==> config.mk <==
export PLATFORM = sky130hd
export DESIGN_NAME = i2c_ges_target
export DESIGN_NICKNAME = d
export VERILOG_FILES = /design/src/rtl/i2c_ges_pkg.sv /design/src/rtl/i2c_ges_target_filter.sv /design/src/rtl/i2c_ges_target.sv
export SDC_FILE = /design/constraint.sdc
export NUM_CORES = 1
export LEC_CHECK = 0
export ABC_AREA = 0
export CORE_MARGIN = 1.5
export CORE_UTILIZATION = 40
export CTS_BUF_LIST = sky130_fd_sc_hd__clkbuf_8
export DETAILED_ROUTE_END_ITERATION = 7
export DONT_BUFFER_PORTS = 1
export PLACE_DENSITY = 0.6
export SLEW_MARGIN = 5
export SYNTH_ARGS = -nofsm -noshare
export SYNTH_HDL_FRONTEND = slang
export SYNTH_SLANG_ARGS = --single-unit
==> constraint.sdc <==
create_clock -name sys_clk -period 2.8 [get_ports sys_clk]
set_clock_uncertainty 0.2 [all_clocks]
set_input_delay 0.28 -clock sys_clk [delete_from_list [all_inputs] [get_ports sys_clk]]
set_output_delay 0.28 -clock sys_clk [all_outputs]
set_load 0.05 [all_outputs]
==> src/rtl/i2c_ges_pkg.sv <==
// Shared types and constants for the gesture-sensor I2C target emulator.
package i2c_ges_pkg;

   typedef enum logic [3:0] {
      ST_IDLE,
      ST_ADDR,
      ST_ADDR_ACK,
      ST_REG,
      ST_REG_ACK,
      ST_WDATA,
      ST_WACK,
      ST_RDATA,
      ST_RACK
   } i2c_state_t;

   localparam logic [7:0] REG_ID_L = 8'h00;
   localparam logic [7:0] REG_ID_H = 8'h01;
   localparam logic [7:0] REG_GES  = 8'h43;
   localparam logic [7:0] REG_BANK = 8'hEF;

   localparam logic [7:0] GES_UP    = 8'h01;
   localparam logic [7:0] GES_DOWN  = 8'h02;
   localparam logic [7:0] GES_LEFT  = 8'h04;
   localparam logic [7:0] GES_RIGHT = 8'h08;

   // Bank 1 hides everything except the bank select itself.
   function automatic logic [7:0] rd_mux(input logic [7:0] ptr, input logic bank,
                                         input logic [15:0] id, input logic [7:0] ges);
      logic [7:0] d;
      d = 8'h00;
      if (ptr == REG_BANK) begin
         d = {7'b0, bank};
      end else if (!bank) begin
         case (ptr)
            REG_ID_L: d = id[7:0];
            REG_ID_H: d = id[15:8];
            REG_GES:  d = ges;
            default:  d = 8'h00;
         endcase
      end
      return d;
   endfunction

endpackage

==> src/rtl/i2c_ges_target_filter.sv <==
// Two-flop synchronizer plus stability filter for one I2C line.
module i2c_in_filter #(
   parameter int FILT_LEN = 3
) (
   input  logic sys_clk,
   input  logic sys_rst,
   input  logic raw,
   output logic level,
   output logic rise,
   output logic fall
);

   localparam logic [2:0] CNT_LOAD = 3'(FILT_LEN - 1);

   logic [1:0] sync_q;
   logic [2:0] cnt;

   // Down-counter reloads whenever the synchronized value matches the accepted level.
   always_ff @(posedge sys_clk or posedge sys_rst) begin
      if (sys_rst) begin
         sync_q <= 2'b11;
         level  <= 1'b1;
         rise   <= 1'b0;
         fall   <= 1'b0;
         cnt    <= CNT_LOAD;
      end else begin
         sync_q <= {sync_q[0], raw};
         rise   <= 1'b0;
         fall   <= 1'b0;
         if (sync_q[1] == level) begin
            cnt <= CNT_LOAD;
         end else if (cnt == 3'd0) begin
            level <= sync_q[1];
            rise  <= sync_q[1];
            fall  <= ~sync_q[1];
            cnt   <= CNT_LOAD;
         end else begin
            cnt <= cnt - 3'd1;
         end
      end
   end

endmodule

==> src/rtl/i2c_ges_target.sv <==
// I2C target emulating the gesture sensor register interface for loopback tests.
//
// state       | meaning
// ST_IDLE     | waiting for START
// ST_ADDR     | shifting in device address + R/W
// ST_ADDR_ACK | driving address ACK
// ST_REG      | shifting in register pointer
// ST_REG_ACK  | driving register ACK
// ST_WDATA    | shifting in write data
// ST_WACK     | driving write data ACK
// ST_RDATA    | shifting out read data
// ST_RACK     | sampling master ACK/NACK
module i2c_ges_target
   import i2c_ges_pkg::*;
#(
   parameter logic [6:0]  DEV_ADDR = 7'h73,
   parameter logic [15:0] PART_ID  = 16'h7620,
   parameter int          FILT_LEN = 3
) (
   input  logic       sys_clk,
   input  logic       sys_rst,
   input  logic       scl_i,
   input  logic       sda_i,
   output logic       sda_oe,
   input  logic [7:0] ges_set,
   output logic       wr_valid,
   output logic [7:0] wr_addr,
   output logic [7:0] wr_data,
   output logic [7:0] ges_flag,
   output logic       busy
);

   logic scl, scl_rise, scl_fall;
   logic sda, sda_rise, sda_fall;

   i2c_in_filter #(.FILT_LEN(FILT_LEN)) u_scl_filt (
      .sys_clk (sys_clk),
      .sys_rst (sys_rst),
      .raw     (scl_i),
      .level   (scl),
      .rise    (scl_rise),
      .fall    (scl_fall)
   );

   i2c_in_filter #(.FILT_LEN(FILT_LEN)) u_sda_filt (
      .sys_clk (sys_clk),
      .sys_rst (sys_rst),
      .raw     (sda_i),
      .level   (sda),
      .rise    (sda_rise),
      .fall    (sda_fall)
   );

   i2c_state_t state;
   logic [2:0] bit_cnt;
   logic [7:0] shift;
   logic [7:0] reg_ptr;
   logic       rw;
   logic       bank;
   logic       ack_phase;
   logic       mack_n;

   logic       start_det, stop_det;
   logic [7:0] rx_byte;
   logic [7:0] tx_byte;
   logic       tx_is_ges;

   assign start_det = sda_fall & scl;
   assign stop_det  = sda_rise & scl;
   assign rx_byte   = {shift[6:0], sda};
   assign tx_byte   = rd_mux(reg_ptr, bank, PART_ID, ges_flag);
   assign tx_is_ges = ~bank & (reg_ptr == REG_GES);

   always_ff @(posedge sys_clk or posedge sys_rst) begin
      if (sys_rst) begin
         state     <= ST_IDLE;
         bit_cnt   <= 3'd0;
         shift     <= 8'h00;
         reg_ptr   <= 8'h00;
         rw        <= 1'b0;
         bank      <= 1'b0;
         ack_phase <= 1'b0;
         mack_n    <= 1'b0;
         sda_oe    <= 1'b0;
         wr_valid  <= 1'b0;
         wr_addr   <= 8'h00;
         wr_data   <= 8'h00;
         ges_flag  <= 8'h00;
         busy      <= 1'b0;
      end else begin
         wr_valid <= 1'b0;
         ges_flag <= ges_flag | ges_set;

         if (stop_det) begin
            state  <= ST_IDLE;
            busy   <= 1'b0;
            sda_oe <= 1'b0;
         end else if (start_det) begin
            state     <= ST_ADDR;
            busy      <= 1'b1;
            sda_oe    <= 1'b0;
            bit_cnt   <= 3'd0;
            ack_phase <= 1'b0;
         end else begin
            case (state)
               ST_ADDR, ST_REG, ST_WDATA: begin
                  if (scl_rise) begin
                     shift   <= rx_byte;
                     bit_cnt <= bit_cnt + 3'd1;
                     if (bit_cnt == 3'd7) begin
                        ack_phase <= 1'b0;
                        if (state == ST_ADDR) begin
                           if (rx_byte[7:1] == DEV_ADDR) begin
                              rw    <= rx_byte[0];
                              state <= ST_ADDR_ACK;
                           end else begin
                              state <= ST_IDLE;
                           end
                        end else if (state == ST_REG) begin
                           reg_ptr <= rx_byte;
                           state   <= ST_REG_ACK;
                        end else begin
                           wr_valid <= 1'b1;
                           wr_addr  <= reg_ptr;
                           wr_data  <= rx_byte;
                           if (reg_ptr == REG_BANK) bank <= rx_byte[0];
                           reg_ptr  <= reg_ptr + 8'd1;
                           state    <= ST_WACK;
                        end
                     end
                  end
               end

               // First falling edge starts the ACK, the one after the 9th rise ends it.
               ST_ADDR_ACK, ST_REG_ACK, ST_WACK: begin
                  if (scl_rise) begin
                     ack_phase <= 1'b1;
                  end else if (scl_fall) begin
                     if (!ack_phase) begin
                        sda_oe <= 1'b1;
                     end else begin
                        ack_phase <= 1'b0;
                        bit_cnt   <= 3'd0;
                        if (state == ST_ADDR_ACK && rw) begin
                           shift  <= tx_byte;
                           sda_oe <= ~tx_byte[7];
                           state  <= ST_RDATA;
                           if (tx_is_ges) ges_flag <= ges_set;
                        end else begin
                           sda_oe <= 1'b0;
                           state  <= (state == ST_ADDR_ACK) ? ST_REG : ST_WDATA;
                        end
                     end
                  end
               end

               ST_RDATA: begin
                  if (scl_rise) begin
                     bit_cnt <= bit_cnt + 3'd1;
                     if (bit_cnt == 3'd7) begin
                        state     <= ST_RACK;
                        ack_phase <= 1'b0;
                     end
                  end else if (scl_fall) begin
                     shift  <= {shift[6:0], 1'b0};
                     sda_oe <= ~shift[6];
                  end
               end

               // After a NACK the state parks here until STOP or repeated START.
               ST_RACK: begin
                  if (scl_rise && !ack_phase) begin
                     ack_phase <= 1'b1;
                     mack_n    <= sda;
                     if (!sda) reg_ptr <= reg_ptr + 8'd1;
                  end else if (scl_fall) begin
                     if (!ack_phase) begin
                        sda_oe <= 1'b0;
                     end else if (!mack_n) begin
                        shift     <= tx_byte;
                        sda_oe    <= ~tx_byte[7];
                        bit_cnt   <= 3'd0;
                        ack_phase <= 1'b0;
                        state     <= ST_RDATA;
                        if (tx_is_ges) ges_flag <= ges_set;
                     end
                  end
               end

               default: ;
            endcase
         end
      end
   end

endmodule

==> results of run 1 <==
[through the flow]
step                hold WS (ps)  instance area [µm²]
CTS                          159                 4160
global placement            84.5                 3810
finish                       158                 4170
floorplan                   84.5                 3680
detailed placement          84.5                 3810
global route                 161                 4170
[per-layer routing]
layer / GRT usage (%) / part of all wire, % / vias to the layer above
li1: - / - / 1338
met1: 26.1 / 47 / 1402
met2: 28.3 / 46 / 80
met3: 4.11 / 5.3 / 13
met4: 7.80 / 1.8 / 0
met5: 0 / 0 / -
[repair_timing]
action | 4_1_cts | 5_1_grt
setup endpoints to repair | 0 | 8
hold buffers | 11 | 0
endpoints found under the hold margin | 31 | 0
setup buffers | 0 | 1
gates resized for setup | 0 | 1
[flip-flops by register name, summed over array words and instances, names as in the netlist, 2 cells and up]
register,flops
bit_cnt,3
ges_flag,8
reg_ptr,8
shift,7
state,4
u_scl_filt.cnt,3
u_scl_filt.sync_q,2
u_sda_filt.cnt,3
u_sda_filt.sync_q,2
wr_addr,8
wr_data,8
[power groups by stage]
| stage | logic (mW) | registers (mW) | clock network, mW |
|---|---|---|---|
| floorplan | 0.367 | 1.19 | 0 |
| finish | 0.420 | 1.24 | 0.943 |
| global placement | 0.397 | 1.25 | 0 |
| global route | 0.485 | 1.26 | 1.01 |
| CTS | 0.425 | 1.24 | 0.966 |
| detailed placement | 0.411 | 1.26 | 0 |
[kinds of logic (layout without fill, tap and decap cells)]
group	Yosys count	in the layout
xor gates and xnor gates	2	2
AOI/OAI and AO/OA	94	94
muxes	31	31
DFF	69	69
and+or+nand+nor	112	112
buffers and inverters	40	60
adders and majority gates	9	9
[final cells by class]
class | count | area (µm²) | area share, %
clock buffers | 9 | 124 | 2.97
clock inverters | 7 | 106 | 2.55
repair buffers | 26 | 235 | 5.64
well taps | 108 | 135 | 3.24
inverters | 18 | 67.6 | 1.62
multi-input cells | 248 | 1760 | 42.3
flip-flops and latches | 69 | 1740 | 41.7
[cell usage in the layout, fill, tap and decap left out, types with 4 or more instances in the layout]
cell,count
and2_1,4
dfstp_2,8
a211oi_1,4
clkbuf_8,9
mux2_2,27
mux2i_1,4
nand2b_1,6
and3_1,4
nand3_1,9
nor3b_1,4
nor3_1,12
nor2_1,21
o22ai_1,6
nand2_1,23
a21oi_1,16
buf_4,14
a2bb2oi_1,5
nand4_1,4
o21ai_0,20
inv_1,17
a21o_1,8
dlygate4sd3_1,11
dfrtp_1,61
o31ai_1,4
a2111oi_0,4
ha_1,9
[worst max path at each step]
stage | cells past startpoint | endpoint | from
6_report | 5 | bit_cnt[0] | state[1]
3_5_place_dp | 5 | ges_flag[5] | reg_ptr[2]
2_1_floorplan | 1 | ack_phase | sys_rst
4_1_cts | 5 | ges_flag[3] | reg_ptr[2]
5_1_grt | 7 | ges_flag[0] | reg_ptr[0]
3_3_place_gp | 5 | ges_flag[4] | reg_ptr[2]
==> results.sh, run 1 <==
export IMPL_outcome="finished, violations left"
export IMPL_violations="design-rule violations"
export IMPL_vias_per_cell=5.84
export IMPL_clock_power_share_pct=36.2
export IMPL_dpl_worst_slack_ps=245
export IMPL_pin_count=39
export IMPL_synth_flop_cell="dfrtp_1"
export IMPL_synth_warnings=0
export IMPL_worstSkewPairLatency_ps=360
export IMPL_ys_top_cells_by_count="61 x dfrtp_1, 27 x mux2_2, 23 x nand2_1, 21 x nor2_1, 20 x o21ai_0"
export IMPL_p_per_area_mw_per_mm2=624
export IMPL_ant_nets=0
export IMPL_routed_wirelength_um=8400
export IMPL_synth_seq_cells=69
export IMPL_fmax_mhz=411
export IMPL_min_to="u_sda_filt.sync_q[1]"
export IMPL_first_global_vias=2882
export IMPL_p_seq_share_pct=47.6
export IMPL_setup_tns_ps=0
export IMPL_ctsRootBufferMaster="clkbuf_8"
export IMPL_stdcell_count=485
export IMPL_final_nets=393
export IMPL_dp_hpwl_um=5850
export IMPL_fin_crit_ps=2430
export IMPL_synthMuxAreaShare_pct=9.35
export IMPL_rows=34
export IMPL_io_buffers=0
export IMPL_path_max_fanout=10
export IMPL_synth_distinct_cells=61
export IMPL_numCtsBuffers=9
export IMPL_place_congestion=0.844
export IMPL_drt_drc_violations_left=1
export IMPL_dp_cells=457
export IMPL_synth_fa_ha_area_share_pct=3.06
export IMPL_synth_top_family_by_area="compound AO/OA/AOI/OAI gates"
export IMPL_final_util_pct=47.3
export IMPL_hp_start="u_sda_filt.sync_q[0]"
export IMPL_drt_iter0_markers=134
export IMPL_synth_async_sr_flop_share_pct=100
export IMPL_antenna_found_initial=0
export IMPL_cts_sinks=69
export IMPL_die_x_um=98.9
export IMPL_hold_depth=0
export IMPL_synth_top_area_cell="dfrtp_1"
export IMPL_synth_area_per_cell_um2=10.3
export IMPL_cpPeakStageDelay_ps=720
export IMPL_internal_power_mw=1.82
export IMPL_synth_xor_xnor_area_share_pct=0.476
export IMPL_netlist_area_mm2=0.00368
export IMPL_yosys_area_share_simple_pct=16.9
export IMPL_clock_path_buffers=2
export IMPL_slowest_stage="or4b_1"
export IMPL_period_share_pct=86.8
export IMPL_hold_class="reg -> reg"
export IMPL_syn_nets=378
export IMPL_yosysSeqAreaShare_pct=47.2
export IMPL_h_tree_depth=3
export IMPL_cp_start_kind="flop"
export IMPL_switching_share_pct=30.1
export IMPL_cp_cell_sequence="or4b_1 -> a31oi_1 -> nor2_1 -> o211ai_1 -> mux2_2"
export IMPL_path_delay_family="simple AND/OR/NAND/NOR gates"
export IMPL_report_final_hold_viol_count=0
export IMPL_yosysMostFrequentCell="dfrtp_1"
export IMPL_start_util_pct=41.8
export IMPL_via_count=2833
export IMPL_grt_max_degree=41
export IMPL_grt_overflow_total=0
export IMPL_power_mw=2.60
export IMPL_fp_dieArea_mm2=0.00978
export IMPL_areaGrowthSynthToFinish_pct=13.3
export IMPL_drv_slew=0
export IMPL_setup_violations=0
export IMPL_crit_arrival_ps=2520
export IMPL_reg2reg_setup_slack_ps=370
export IMPL_fill_cells=816
export IMPL_synth_compound_area_share_pct=18.0
export IMPL_leakage_nw=1.80
export IMPL_critPathBufInv=0
export IMPL_peakVddDrop_v=0.000402
export IMPL_layout_setup_ws_ps=368
export IMPL_die_y_um=98.9
export IMPL_grt_util_all_layers_pct=18.7
export IMPL_path_class="reg -> reg"
export IMPL_coreArea_mm2=0.00881
export IMPL_clk_pin_slew_ps=80
export IMPL_cts_tree="done"
export IMPL_synth_area_top_cells="dfrtp_1 41%, mux2_2 8.3%, dfstp_2 5.7%"
export IMPL_syn_inst=357
export IMPL_first_pass_iters=6
export IMPL_rsz0062_at_grt="false"
export IMPL_wl_per_cell_um=17.3
export IMPL_required_ps=2890
export IMPL_comb_power_share_pct=16.1
export IMPL_slew_headroom_pct=57.4
export IMPL_critical_path_reg2reg_endpoint="bit_cnt[0]"
export IMPL_grt_first_pass_wirelength_um=14400
export IMPL_tightest_slew_ps=638
export IMPL_switchingPower_uw=782
export IMPL_n_antenna_cell=0
export IMPL_layout_drive_gt1_share_pct=20.2
export IMPL_yosys_area_top_type_share_pct=41.5
export IMPL_end_kind="flop"
export IMPL_timing_rr_start="state[1]"
export IMPL_drv_cap=0
export IMPL_synth_edf_count=0
export IMPL_worstRegToRegCells=5
Note: power is estimated with default switching activity, not from simulation.
==> run 2, diff against run 1 <==
--- a/config.mk
+++ b/config.mk
@@ -11,7 +11,9 @@
 export CTS_BUF_LIST = sky130_fd_sc_hd__clkbuf_8
 export DETAILED_ROUTE_END_ITERATION = 7
 export DONT_BUFFER_PORTS = 1
+export GPL_ROUTABILITY_DRIVEN = 0
 export PLACE_DENSITY = 0.6
+export RECOVER_POWER = 25
 export SLEW_MARGIN = 5
 export SYNTH_ARGS = -nofsm -noshare
 export SYNTH_HDL_FRONTEND = slang
==> run 2 against run 1 <==
Effect of this change: the flow still finishes with violations (design-rule violations); maximum frequency is 0.21% higher; register-to-register slack barely moved; die area unchanged; routed wire length stayed put; highest routed layer unchanged.
==> results.sh, run 2 (same netlist as run 1, synthesis figures left out) <==
export IMPL_vias_per_cell=5.97
export IMPL_fp_dieArea_mm2=0.00978
export IMPL_slew_headroom_pct=25.4
export IMPL_n_antenna_cell=0
export IMPL_io_buffers=0
export IMPL_power_mw=2.47
export IMPL_drt_iter0_markers=266
export IMPL_start_util_pct=41.8
export IMPL_numCtsBuffers=9
export IMPL_crit_arrival_ps=2470
export IMPL_hold_class="reg -> reg"
export IMPL_grt_overflow_total=0
export IMPL_pin_count=39
export IMPL_required_ps=2840
export IMPL_path_class="reg -> reg"
export IMPL_via_count=2915
export IMPL_h_tree_depth=3
export IMPL_first_global_vias=2915
export IMPL_final_nets=396
export IMPL_report_final_hold_viol_count=0
export IMPL_tightest_slew_ps=1120
export IMPL_drv_cap=0
export IMPL_grt_first_pass_wirelength_um=14500
export IMPL_ant_nets=0
export IMPL_die_x_um=98.9
export IMPL_rsz0062_at_grt="false"
export IMPL_violations="design-rule violations"
export IMPL_peakVddDrop_v=0.000374
export IMPL_outcome="finished, violations left"
export IMPL_cp_start_kind="flop"
export IMPL_cts_repair_resized=0
export IMPL_path_max_fanout=8
export IMPL_drt_drc_violations_left=1
export IMPL_dp_hpwl_um=5950
export IMPL_setup_tns_ps=0
export IMPL_ctsRootBufferMaster="clkbuf_8"
export IMPL_worstSkewPairLatency_ps=360
export IMPL_clock_path_buffers=2
export IMPL_antenna_found_initial=0
export IMPL_fin_crit_ps=2430
export IMPL_rows=34
export IMPL_drv_slew=0
export IMPL_coreArea_mm2=0.00881
export IMPL_mostFrequentLayoutCell="dfrtp_1"
export IMPL_p_per_area_mw_per_mm2=595
export IMPL_cts_sinks=69
export IMPL_end_kind="flop"
export IMPL_die_y_um=98.9
export IMPL_period_share_pct=86.7
export IMPL_grt_util_all_layers_pct=18.8
export IMPL_grt_max_degree=42
export IMPL_routed_wirelength_um=8400
export IMPL_layout_drive_gt1_share_pct=19.7
export IMPL_fmax_mhz=412
export IMPL_clk_pin_slew_ps=80
export IMPL_wl_per_cell_um=17.2
export IMPL_cts_tree="done"
export IMPL_areaGrowthSynthToFinish_pct=12.9
export IMPL_leakage_nw=1.80
export IMPL_setup_violations=0
export IMPL_final_cell_mix="61 x dfrtp_1, 27 x mux2_2, 23 x nand2_1"
export IMPL_first_pass_iters=8
-- run 2: where the power goes --
group,total (mW),leakage [nW],internal (mW),switching (mW)
Clock,0.823,0.0996,0.414,0.409
Sequential,1.24,0.887,1.10,0.136
Combinational,0.412,0.809,0.197,0.215
Total,2.47,1.80,1.71,0.760
-- run 2: worst max-delay path: stages, from the launching register on --
cell	delay, ps
dfrtp_1	440
ha_1	250
and2_0	330
nand3_1	190
a2111oi_0	420
nand3_1	120
buf_4	190
a21o_1	180
-- run 2: area by class of cell --
| class | count | area (µm²) |
|---|---|---|
| repair buffers | 29 | 258 |
| clock buffers | 9 | 124 |
| flip-flops and latches | 69 | 1740 |
| inverters | 18 | 67.6 |
| well taps | 108 | 135 |
| clock inverters | 7 | 73.8 |
| fillers | 837 | 4650 |
| multi-input cells | 248 | 1760 |
-- run 2: worst paths after layout --
check / depth (start not counted) / from / slack, ps / end
setup / recovery: 7 / reg_ptr[0] / 370 / ges_flag[5]
hold / removal: 0 / u_sda_filt.sync_q[0] / 160 / u_sda_filt.sync_q[1]
setup reg to reg: 7 / reg_ptr[0] / 370 / ges_flag[5]
hold reg to reg: 0 / u_sda_filt.sync_q[0] / 160 / u_sda_filt.sync_q[1]
max in group asynchronous: 3 / sys_rst / 1110 / u_sda_filt.level
min in group asynchronous: 2 / sys_rst / 460 / sda_oe
-- run 2: what timing repair did --
action	CTS	global route
endpoints found under the hold margin	31	0
hold buffers	11	0
endpoints found under the setup margin	0	4
buffers inserted	0	1
-- run 2: per-stage QoR --
step	worst slack [ps]	area [µm²]	std cells	hold slack [ps]	utilization, %
2_1_floorplan	593	3680	357	84.5	-
3_3_place_gp	414	3840	460	81.4	43.6
3_5_place_dp	242	3840	460	83.1	43.6
4_1_cts	211	4150	487	159	47.1
5_1_grt	189	4150	488	162	47.2
6_report	374	4150	488	157	47.2
-- run 2: layer usage --
metal | GRT usage, % | part of all wire [%]
met1 | 26.5 | 47
met2 | 27.6 | 44
met3 | 4.26 | 6.2
met4 | 8.57 | 2.4
met5 | 0 | 0
==> run 3, diff against run 2 <==
--- a/config.mk
+++ b/config.mk
@@ -7,12 +7,13 @@
 export LEC_CHECK = 0
 export ABC_AREA = 0
 export CORE_MARGIN = 1.5
-export CORE_UTILIZATION = 40
+export CORE_UTILIZATION = 50
 export CTS_BUF_LIST = sky130_fd_sc_hd__clkbuf_8
 export DETAILED_ROUTE_END_ITERATION = 7
 export DONT_BUFFER_PORTS = 1
 export GPL_ROUTABILITY_DRIVEN = 0
-export PLACE_DENSITY = 0.6
+export GPL_TIMING_DRIVEN = 0
+export PLACE_DENSITY = 0.71
 export RECOVER_POWER = 25
 export SLEW_MARGIN = 5
 export SYNTH_ARGS = -nofsm -noshare
==> run 3 against run 2 <==
Effect of this change: the flow now finishes without violations; maximum frequency is 5.4% lower; critical path depth rose by 1; utilization rose by 10 points; flip-flop and latch count is the same; largest cell class unchanged.
==> results.sh, run 3 (same netlist as run 1, synthesis figures left out) <==
export IMPL_outcome="finished clean"
export IMPL_finalInstanceArea_mm2=0.00413
export IMPL_grt_overflow_total=0
export IMPL_final_cell_mix="61 x dfrtp_1, 27 x mux2_2, 23 x nand2_1"
export IMPL_worst_path_most_repeated_cell="nand3_1"
export IMPL_drt_iter0_markers=316
export IMPL_via_count=2928
export IMPL_crit_start="reg_ptr[0]"
export IMPL_cp_cell_sequence="ha_1 -> and2_0 -> clkbuf_1 -> nand3_1 -> a2111oi_0 -> nand3_1 -> buf_4 -> a21o_1"
export IMPL_numCtsBuffers=9
export IMPL_hold_depth=0
export IMPL_clock_path_buffers=2
export IMPL_report_final_hold_viol_count=0
export IMPL_drv_slew=0
export IMPL_final_nets=402
export IMPL_whs_ps=158
export IMPL_power_mw=2.48
export IMPL_grt_max_degree=70
export IMPL_cp_start_kind="flop"
export IMPL_fp_dieArea_mm2=0.00788
export IMPL_cts_tree="done"
export IMPL_die_y_um=88.8
export IMPL_internal_power_mw=1.72
export IMPL_pin_count=39
export IMPL_ctsRootBufferMaster="clkbuf_8"
export IMPL_fmax_mhz=390
export IMPL_dpl_worst_slack_ps=139
export IMPL_n_antenna_cell=0
export IMPL_period_share_pct=91.6
export IMPL_first_global_vias=2759
export IMPL_layout_drive_gt1_share_pct=18.4
export IMPL_crit_arrival_ps=2600
export IMPL_drt_drc_violations_left=0
export IMPL_switching_share_pct=30.6
export IMPL_clk_pin_slew_ps=70
export IMPL_tightest_slew_ps=1370
export IMPL_cpPeakStageDelay_ps=470
export IMPL_grt_first_pass_wirelength_um=13600
export IMPL_p_per_area_mw_per_mm2=600
export IMPL_path_max_fanout=8
export IMPL_setup_tns_ps=0
export IMPL_hold_class="reg -> reg"
export IMPL_rsz0062_at_grt="false"
export IMPL_worstSkewPairLatency_ps=350
export IMPL_start_util_pct=51.3
export IMPL_coreArea_mm2=0.00718
export IMPL_dpl_cell_area_mm2=0.00381
export IMPL_hp_start="u_sda_filt.sync_q[0]"
export IMPL_mostFrequentLayoutCell="dfrtp_1"
export IMPL_dp_cells=456
export IMPL_ant_nets=0
export IMPL_cts_sinks=69
export IMPL_routed_wirelength_um=8210
export IMPL_slowest_stage="dfrtp_1"
export IMPL_areaGrowthSynthToFinish_pct=12.1
export IMPL_peakVddDrop_v=0.000579
export IMPL_antenna_found_initial=0
export IMPL_wl_per_cell_um=16.9
export IMPL_rows=31
export IMPL_clock_power_share_pct=32.6
export IMPL_stdcell_count=485
export IMPL_first_pass_iters=5
export IMPL_p_seq_share_pct=48.3
export IMPL_worstRegToRegCells=8
export IMPL_drv_cap=0
export IMPL_io_buffers=0
export IMPL_slew_headroom_pct=8.52
export IMPL_required_ps=2840
export IMPL_comb_power_share_pct=19.0
export IMPL_setup_violations=0
export IMPL_die_x_um=88.8
export IMPL_vias_per_cell=6.04
export IMPL_switchingPower_uw=758
export IMPL_layout_setup_ws_ps=235
export IMPL_h_tree_depth=3
export IMPL_fin_crit_ps=2570
export IMPL_timing_rr_start="reg_ptr[0]"
export IMPL_final_util_pct=57.5
export IMPL_path_class="reg -> reg"
export IMPL_leakage_nw=1.78
export IMPL_dp_hpwl_um=5680
export IMPL_end_kind="flop"
export IMPL_grt_util_all_layers_pct=22.7
[run 3: cell count changes in the layout (fill, tap and decap cells not counted), moves of 2 or more]
cell | before | now
buf_4 | 17 | 4
dfstp_2 | 6 | 8
buf_2 | 0 | 4
buf_6 | 0 | 3
dfstp_1 | 2 | 0
buf_1 | 0 | 2
clkbuf_1 | 0 | 11
[run 3: layout make-up]
class / instances / area [µm²]
repair buffers: 13 / 125
fillers: 626 / 3050
flip-flops and latches: 69 / 1740
multi-input cells: 248 / 1760
clock buffers: 9 / 124
inverters: 18 / 67.6
clock inverters: 7 / 73.8
plain buffers: 22 / 118
well taps: 99 / 124
[run 3: final timing paths]
kind	endpoint	slack, ps
hold reg to reg	u_sda_filt.sync_q[1]	160
hold / removal	u_sda_filt.sync_q[1]	160
setup / recovery	ges_flag[7]	230
min in group asynchronous	u_sda_filt.cnt[0]	590
max in group asynchronous	u_sda_filt.cnt[2]	980
setup reg to reg	ges_flag[7]	230
[run 3: metal layers]
metal	share of wire, %	vias up	track usage (%)
met5	0	-	0
met4	2.2	0	10.1
met3	7.2	19	4.94
met2	47	117	34.1
met1	44	1435	31.6
li1	-	1357	-
[run 3: worst max-delay path, delay by kind of cell (launching register included)]
family | cells | cell delay [ps]
AO/OA/AOI/OAI | 2 | 610
adder cells (fa/ha/maj) | 1 | 280
AND/OR/NAND/NOR | 3 | 440
flip-flops | 1 | 470
buffers and inverters | 2 | 450
[run 3: power groups by stage]
stage | clock [mW] | sequential, mW | combinational [mW]
after detailed placement | 0 | 1.22 | 0.457
after CTS | 0.832 | 1.20 | 0.473
final | 0.808 | 1.20 | 0.471
after floorplan | 0 | 1.19 | 0.367
after global placement | 0 | 1.21 | 0.437
after global routing | 0.862 | 1.21 | 0.535
[run 3: what timing repair did]
item	CTS	global route
setup buffers	0	2
endpoints found under the setup margin	0	18
hold buffers	11	0
resized for setup	0	0
hold endpoints to repair	71	0
